## config.mk

```make
export PLATFORM = sky130hd
export DESIGN_NAME = acc_tx_sched
export DESIGN_NICKNAME = d
export VERILOG_FILES = /design/src/rtl/acc_tx_sched.sv
export SDC_FILE = /design/constraint.sdc
export NUM_CORES = 1
export LEC_CHECK = 0
export CAP_MARGIN = 25
export CORE_ASPECT_RATIO = 1.1
export CORE_MARGIN = 10
export CORE_UTILIZATION = 40
export DETAILED_ROUTE_END_ITERATION = 6
export GPL_TIMING_DRIVEN = 0
export PLACE_DENSITY_LB_ADDON = 0.12
export SYNTH_ARGS = -nofsm -noshare
export SYNTH_HDL_FRONTEND = slang
export SYNTH_SLANG_ARGS = --single-unit
```

## constraint.sdc

```tcl
create_clock -name clk -period 2.5 [get_ports clk]
set_clock_uncertainty 0.1 [all_clocks]
set_input_delay 0.25 -clock clk [delete_from_list [all_inputs] [get_ports clk]]
set_output_delay 0.25 -clock clk [all_outputs]
set_load 0.02 [all_outputs]
```

## src/rtl/acc_tx_sched.sv

```systemverilog
// acc_tx_sched: streams the accumulator to the host over the UART as one packet:
//   HDR, NBYTES data bytes (via the byte mux), XOR checksum of the data bytes.
// Ports:
//   clk, nRst              clock, async active-low reset
//   start, clear_after     packet request (idle only); acc_clear request latched with it
//   mux_data / sel         byte read back from / select driven to the accumulator mux
//   busy_tx / transmit     UART busy handshake / one-cycle send strobe
//   data_tx                byte for the UART, held from the strobe through WAIT_HI
//   acc_clear, done        one-cycle pulses at packet end (acc_clear one cycle first)
//   active, timeout        packet in flight / sticky no-busy error
module acc_tx_sched #(
  parameter int         NBYTES    = 16,
  parameter logic [7:0] HDR       = 8'hA5,
  parameter bit         LSB_FIRST = 1'b1,
  parameter int         BUSY_TO   = 255
) (
  input  logic       clk,
  input  logic       nRst,
  input  logic       start,
  input  logic       clear_after,
  input  logic [7:0] mux_data,
  input  logic       busy_tx,
  output logic [3:0] sel,
  output logic       transmit,
  output logic [7:0] data_tx,
  output logic       acc_clear,
  output logic       active,
  output logic       done,
  output logic       timeout
);

  localparam logic [3:0] SEL_FIRST = LSB_FIRST ? 4'd0 : 4'(NBYTES - 1);
  localparam logic [3:0] SEL_LAST  = LSB_FIRST ? 4'(NBYTES - 1) : 4'd0;
  // counter only has to reach BUSY_TO-1
  localparam int CW = (BUSY_TO > 2) ? $clog2(BUSY_TO) : 1;

  typedef enum logic [3:0] {
    S_IDLE, S_HDR, S_DATA, S_WAIT_HI, S_WAIT_LO, S_SETTLE, S_CSUM, S_CLR, S_FIN
  } state_t;

  typedef enum logic [1:0] {PH_HDR, PH_DATA, PH_CSUM} phase_t;

  state_t        r_state, w_next;
  phase_t        r_phase;
  logic [3:0]    r_sel;
  logic [7:0]    r_csum;
  logic [7:0]    r_txbyte;
  logic [CW-1:0] r_cnt;
  logic          r_clr;
  logic          r_timeout;

  logic          w_tx, w_clr, w_done, w_to_hit, w_last;
  logic [7:0]    w_byte;

  // WAIT_HI lasts at most BUSY_TO cycles: the counter is 0 on the first one
  assign w_to_hit = (r_cnt == CW'(BUSY_TO - 1));
  assign w_last   = (r_sel == SEL_LAST);

  always_comb begin
    w_next = r_state;
    w_tx   = 1'b0;
    w_byte = 8'h00;
    w_clr  = 1'b0;
    w_done = 1'b0;
    case (r_state)
      S_IDLE:    if (start) w_next = S_HDR;
      S_HDR:     begin w_tx = 1'b1; w_byte = HDR;      w_next = S_WAIT_HI; end
      S_DATA:    begin w_tx = 1'b1; w_byte = mux_data; w_next = S_WAIT_HI; end
      S_CSUM:    begin w_tx = 1'b1; w_byte = r_csum;   w_next = S_WAIT_HI; end
      S_WAIT_HI: begin
        w_byte = r_txbyte;
        if (busy_tx)       w_next = S_WAIT_LO;
        else if (w_to_hit) w_next = S_FIN;
      end
      S_WAIT_LO: begin
        if (!busy_tx) begin
          case (r_phase)
            PH_HDR:  w_next = S_DATA;
            PH_DATA: w_next = w_last ? S_CSUM : S_SETTLE;
            default: w_next = S_CLR;
          endcase
        end
      end
      // mux_data follows the new sel one cycle late
      S_SETTLE:  w_next = S_DATA;
      S_CLR:     begin w_clr = r_clr; w_next = S_FIN; end
      S_FIN:     begin w_done = 1'b1; w_next = S_IDLE; end
      default:   w_next = S_IDLE;
    endcase
  end

  always_ff @(posedge clk or negedge nRst) begin
    if (!nRst) begin
      r_state   <= S_IDLE;
      r_phase   <= PH_HDR;
      r_sel     <= SEL_FIRST;
      r_csum    <= 8'h00;
      r_txbyte  <= 8'h00;
      r_cnt     <= '0;
      r_clr     <= 1'b0;
      r_timeout <= 1'b0;
    end else begin
      r_state <= w_next;
      r_cnt   <= (r_state == S_WAIT_HI) ? r_cnt + CW'(1) : '0;
      if (w_tx) r_txbyte <= w_byte;
      case (r_state)
        S_IDLE: if (start) begin
          r_clr     <= clear_after;
          r_csum    <= 8'h00;
          r_timeout <= 1'b0;
          r_sel     <= SEL_FIRST;
        end
        S_HDR:     r_phase <= PH_HDR;
        S_DATA:    begin r_phase <= PH_DATA; r_csum <= r_csum ^ mux_data; end
        S_CSUM:    r_phase <= PH_CSUM;
        S_WAIT_HI: if (!busy_tx && w_to_hit) r_timeout <= 1'b1;
        S_WAIT_LO: if (!busy_tx && r_phase == PH_DATA && !w_last)
                     r_sel <= LSB_FIRST ? r_sel + 4'd1 : r_sel - 4'd1;
        S_FIN:     r_sel <= SEL_FIRST;
        default:   ;
      endcase
    end
  end

  assign sel       = r_sel;
  assign transmit  = w_tx;
  assign data_tx   = w_byte;
  assign acc_clear = w_clr;
  assign done      = w_done;
  assign timeout   = r_timeout;
  assign active    = (r_state != S_IDLE) && (r_state != S_FIN);

endmodule

```

==> impl_metrics.prom <==
# TYPE chip_impl_metric gauge
chip_impl_info{name="status",value="finished, final reports clean"} 1
chip_impl_metric{name="area.sequential",unit="µm²"} 901
chip_impl_info{name="layout.cells.most_common",value="dfrtp_1"} 1
chip_impl_metric{name="grt_pass1_wl",unit="µm"} 8120
chip_impl_metric{name="nFillCells",unit=""} 467
chip_impl_metric{name="core_region_area",unit="µm²"} 4680
chip_impl_metric{name="synth_edf_count",unit=""} 0
chip_impl_metric{name="timing_worst_slew_pin_value",unit="ns"} 0.817
chip_impl_metric{name="worstPathRequired",unit="ns"} 2.15
chip_impl_info{name="tritoncts",value="done"} 1
chip_impl_metric{name="io_buffers",unit=""} 29
chip_impl_metric{name="syn-instance-count",unit=""} 204
chip_impl_metric{name="floorplan.initialDensity",unit="%"} 41.6
chip_impl_metric{name="final_layout_size_suffix_gt1_share",unit="%"} 12.6
chip_impl_metric{name="grt_overflow",unit=""} 0
chip_impl_metric{name="yosys_warnings",unit=""} 0
chip_impl_metric{name="cts.path.max_buffers",unit=""} 2
chip_impl_metric{name="antenna_found_initial",unit=""} 0
chip_impl_metric{name="grtUsageTotal",unit="%"} 12.3
chip_impl_metric{name="syn-num-nets",unit=""} 220
chip_impl_metric{name="maxClockFrequency",unit="MHz"} 424
chip_impl_info{name="synth_ff_type",value="dfrtp_1"} 1
chip_impl_metric{name="timing.setup.tns",unit="ns"} 0
chip_impl_metric{name="cap_viol_max_count",unit=""} 0
chip_impl_metric{name="grt_max_degree",unit=""} 37
chip_impl_info{name="worstSetupPathType",value="flip-flop to primary output"} 1
chip_impl_metric{name="fin_crit_sh",unit="%"} 94.4
chip_impl_metric{name="finish.utilization",unit="%"} 52.4
chip_impl_metric{name="vdd_ir_drop_max",unit="mV"} 0.560
chip_impl_info{name="commonest_cells_after_routing_fill_and_taps_aside",value="dfrtp_1, nor2_1, nand2_1, nand3_1, clkdlybuf4s50_1"} 1
chip_impl_metric{name="via_count",unit=""} 1628
chip_impl_metric{name="yosys.cell_types.count",unit=""} 47
chip_impl_metric{name="crit_path_max_fanout",unit=""} 10
chip_impl_metric{name="post-route-drc-count",unit=""} 0
chip_impl_metric{name="floorplan.die_area",unit="µm²"} 8070
chip_impl_metric{name="drtIter0Drc",unit=""} 110
chip_impl_metric{name="leakage",unit="nW"} 1.15
chip_impl_metric{name="syn_to_final_growth",unit="%"} 25.9
chip_impl_metric{name="die_height",unit="µm"} 93.2
chip_impl_metric{name="drt.antenna.violating_nets",unit=""} 0
chip_impl_metric{name="worst_slack",unit="ns"} 0.139
chip_impl_metric{name="finalWeightedCongestion",unit=""} 0.818
chip_impl_metric{name="cts_inserted_buffers",unit=""} 5
chip_impl_metric{name="worst_setup_hold_path_clk_slew",unit="ns"} 0.07
chip_impl_metric{name="post_dp_cell_area",unit="µm²"} 2300
chip_impl_metric{name="timing.final.max_slew_violations",unit=""} 0
chip_impl_metric{name="slew-limit-headroom",unit="%"} 45.5
chip_impl_metric{name="post_synth.cell_area_avg",unit="µm²"} 9.56
chip_impl_metric{name="postSynthRegisterBits",unit=""} 36
chip_impl_info{name="rsz0062_at_grt",value="no"} 1
chip_impl_metric{name="worst-endpoint-arrival",unit="ns"} 2.01
chip_impl_metric{name="hpwl",unit="µm"} 3260
chip_impl_metric{name="fraction_of_synthesis_flops_using_an_asynchronous_set_or_reset_pin",unit="%"} 100
chip_impl_metric{name="diodes_inserted",unit=""} 0
chip_impl_info{name="clockRootBuffer",value="clkbuf_8"} 1
chip_impl_info{name="hold_class",value="flip-flop to flip-flop"} 1
chip_impl_metric{name="clk-insertion-delay-late",unit="ns"} 0.28
chip_impl_metric{name="io_pins",unit=""} 30
chip_impl_info{name="timing.critical_path.to_type",value="primary output"} 1
chip_impl_metric{name="multiInputGateArea",unit="µm²"} 983
chip_impl_metric{name="floorplan.die.width",unit="µm"} 86.6
chip_impl_metric{name="rows",unit=""} 26
chip_impl_metric{name="dpl_worst_slack",unit="ns"} 0.0185
chip_impl_metric{name="layout_min_cycle_time",unit="ns"} 2.36
chip_impl_metric{name="route.detailed.wl_per_inst",unit="µm"} 15.4
chip_impl_metric{name="power.density_cell_area",unit="nW/µm²"} 1170
chip_impl_metric{name="htree_num_levels",unit=""} 2
chip_impl_metric{name="setup_violations",unit=""} 0
chip_impl_metric{name="syn-cell-area",unit="µm²"} 1950
chip_impl_info{name="critical_path.startpoint_type",value="flip-flop"} 1
chip_impl_metric{name="finalNetCount",unit=""} 261
chip_impl_metric{name="cts.sinks",unit=""} 36
chip_impl_metric{name="route.final.wire_length",unit="µm"} 4670
chip_impl_metric{name="dr.pass1.iters",unit=""} 4
chip_impl_metric{name="timing_hold_violations_final",unit=""} 0
chip_impl_metric{name="avgViaCountPerCell",unit=""} 5.39
chip_impl_metric{name="number_of_global_route_vias_before_repair",unit=""} 1718
chip_impl_metric{name="seq_area_frac_synth",unit="%"} 46.2
chip_impl_metric{name="final_area",unit="µm²"} 2450
==> path summary, 6_finish.rpt <==
path / start / endpoint / slack [ns] / cells after the start
max: r_state[3] / done / 0.14 / 4
min: r_txbyte[4] / r_txbyte[4] / 0.38 / 1
max reg2reg: r_state[1] / sel[0] / 0.55 / 5
min reg2reg: r_txbyte[4] / r_txbyte[4] / 0.38 / 1
max in group asynchronous: nRst / r_clr / 1.29 / 2
min in group asynchronous: nRst / r_phase[1] / 0.49 / 2
==> kinds of logic after synthesis <==
group	count (synthesis)	share of synthesized area, %
simple gates	88	24.2
compound gates	45	16.1
flops	36	46.2
buf+inv	17	4.11
mux	8	4.30
xor+xnor	7	3.15
fa+ha+maj	3	1.93
==> cell type report <==
type	count	share of cell area, %
timing repair buffer	34	12.9
buffer	9	2.55
clock buffer	8	3.67
tap	56	2.86
sequential	36	36.7
inverter	8	1.22
multi-input combinational	151	40.1
==> critical path, cell delays in order, from the launching register on <==
cell and delay, ns:
dfrtp_1 0.40, buf_2 0.27, clkbuf_2 0.29, and2_1 0.16, clkdlybuf4s50_1 0.60
==> power by group <==
| group | leakage (nW) | switching, mW | internal, mW |
|---|---|---|---|
| sequential | 0.467 | 0.132 | 0.764 |
| clock | 0.0455 | 0.206 | 0.225 |
| combinational | 0.633 | 0.887 | 0.667 |
| total | 1.15 | 1.23 | 1.66 |
==> layer usage <==
layer,vias up,GRT usage (%),part of all wire (%)
li1,813,-,-
met1,770,15.2,46
met2,39,19.5,46
met3,6,4.34,6.5
met4,0,3.65,1.3
met5,-,0,0
==> flip-flops by register name (all words and copies together) (netlist names) <==
name and count:
r_csum 8, r_cnt 8, timeout 1, r_txbyte 8, sel 4, r_state 4
r_clr 1, r_phase 2
==> stage by stage <==
step | instances | hold slack, ns | power (mW)
final | 302 | 0.380 | 2.88
after global routing | 302 | 0.403 | 3.13
after CTS | 302 | 0.385 | 2.91
after detailed placement | 289 | 0.304 | 2.43
after global placement | 289 | 0.358 | 2.43
after floorplan | 204 | -0.146 | 1.92
==> synthesized netlist by cell type, types with 2 or more instances <==
| master | instances | area, µm² |
|---|---|---|
| xor2_1 | 6 | 52.6 |
| nor3_1 | 5 | 25.0 |
| nand2_1 | 20 | 75.1 |
| buf_2 | 7 | 35.0 |
| inv_1 | 7 | 26.3 |
| a21o_1 | 10 | 75.1 |
| nand3_1 | 18 | 90.1 |
| and4_1 | 2 | 17.5 |
| a21oi_1 | 8 | 40.0 |
| or3_1 | 2 | 12.5 |
| a221oi_1 | 2 | 17.5 |
| or2_2 | 2 | 12.5 |
| o21ai_0 | 11 | 55.1 |
| mux2i_1 | 5 | 50.1 |
| o31ai_1 | 2 | 15.0 |
| a221o_1 | 3 | 30.0 |
| mux2_2 | 2 | 22.5 |
| nand2b_1 | 4 | 25.0 |
| nor2_1 | 21 | 78.8 |
| dfrtp_1 | 36 | 901 |
| ha_1 | 3 | 37.5 |
| nand4_1 | 3 | 18.8 |
==> timing repair <==
action | in CTS | in global routing
endpoints found under the hold margin | 32 | 0
buffers inserted | 4 | 0
setup endpoints to repair | 10 | 1
hold buffers | 1 | 0
gates resized for setup | 16 | 1
pin swaps | 2 | 0
Note: power is estimated with default switching activity, not from simulation.
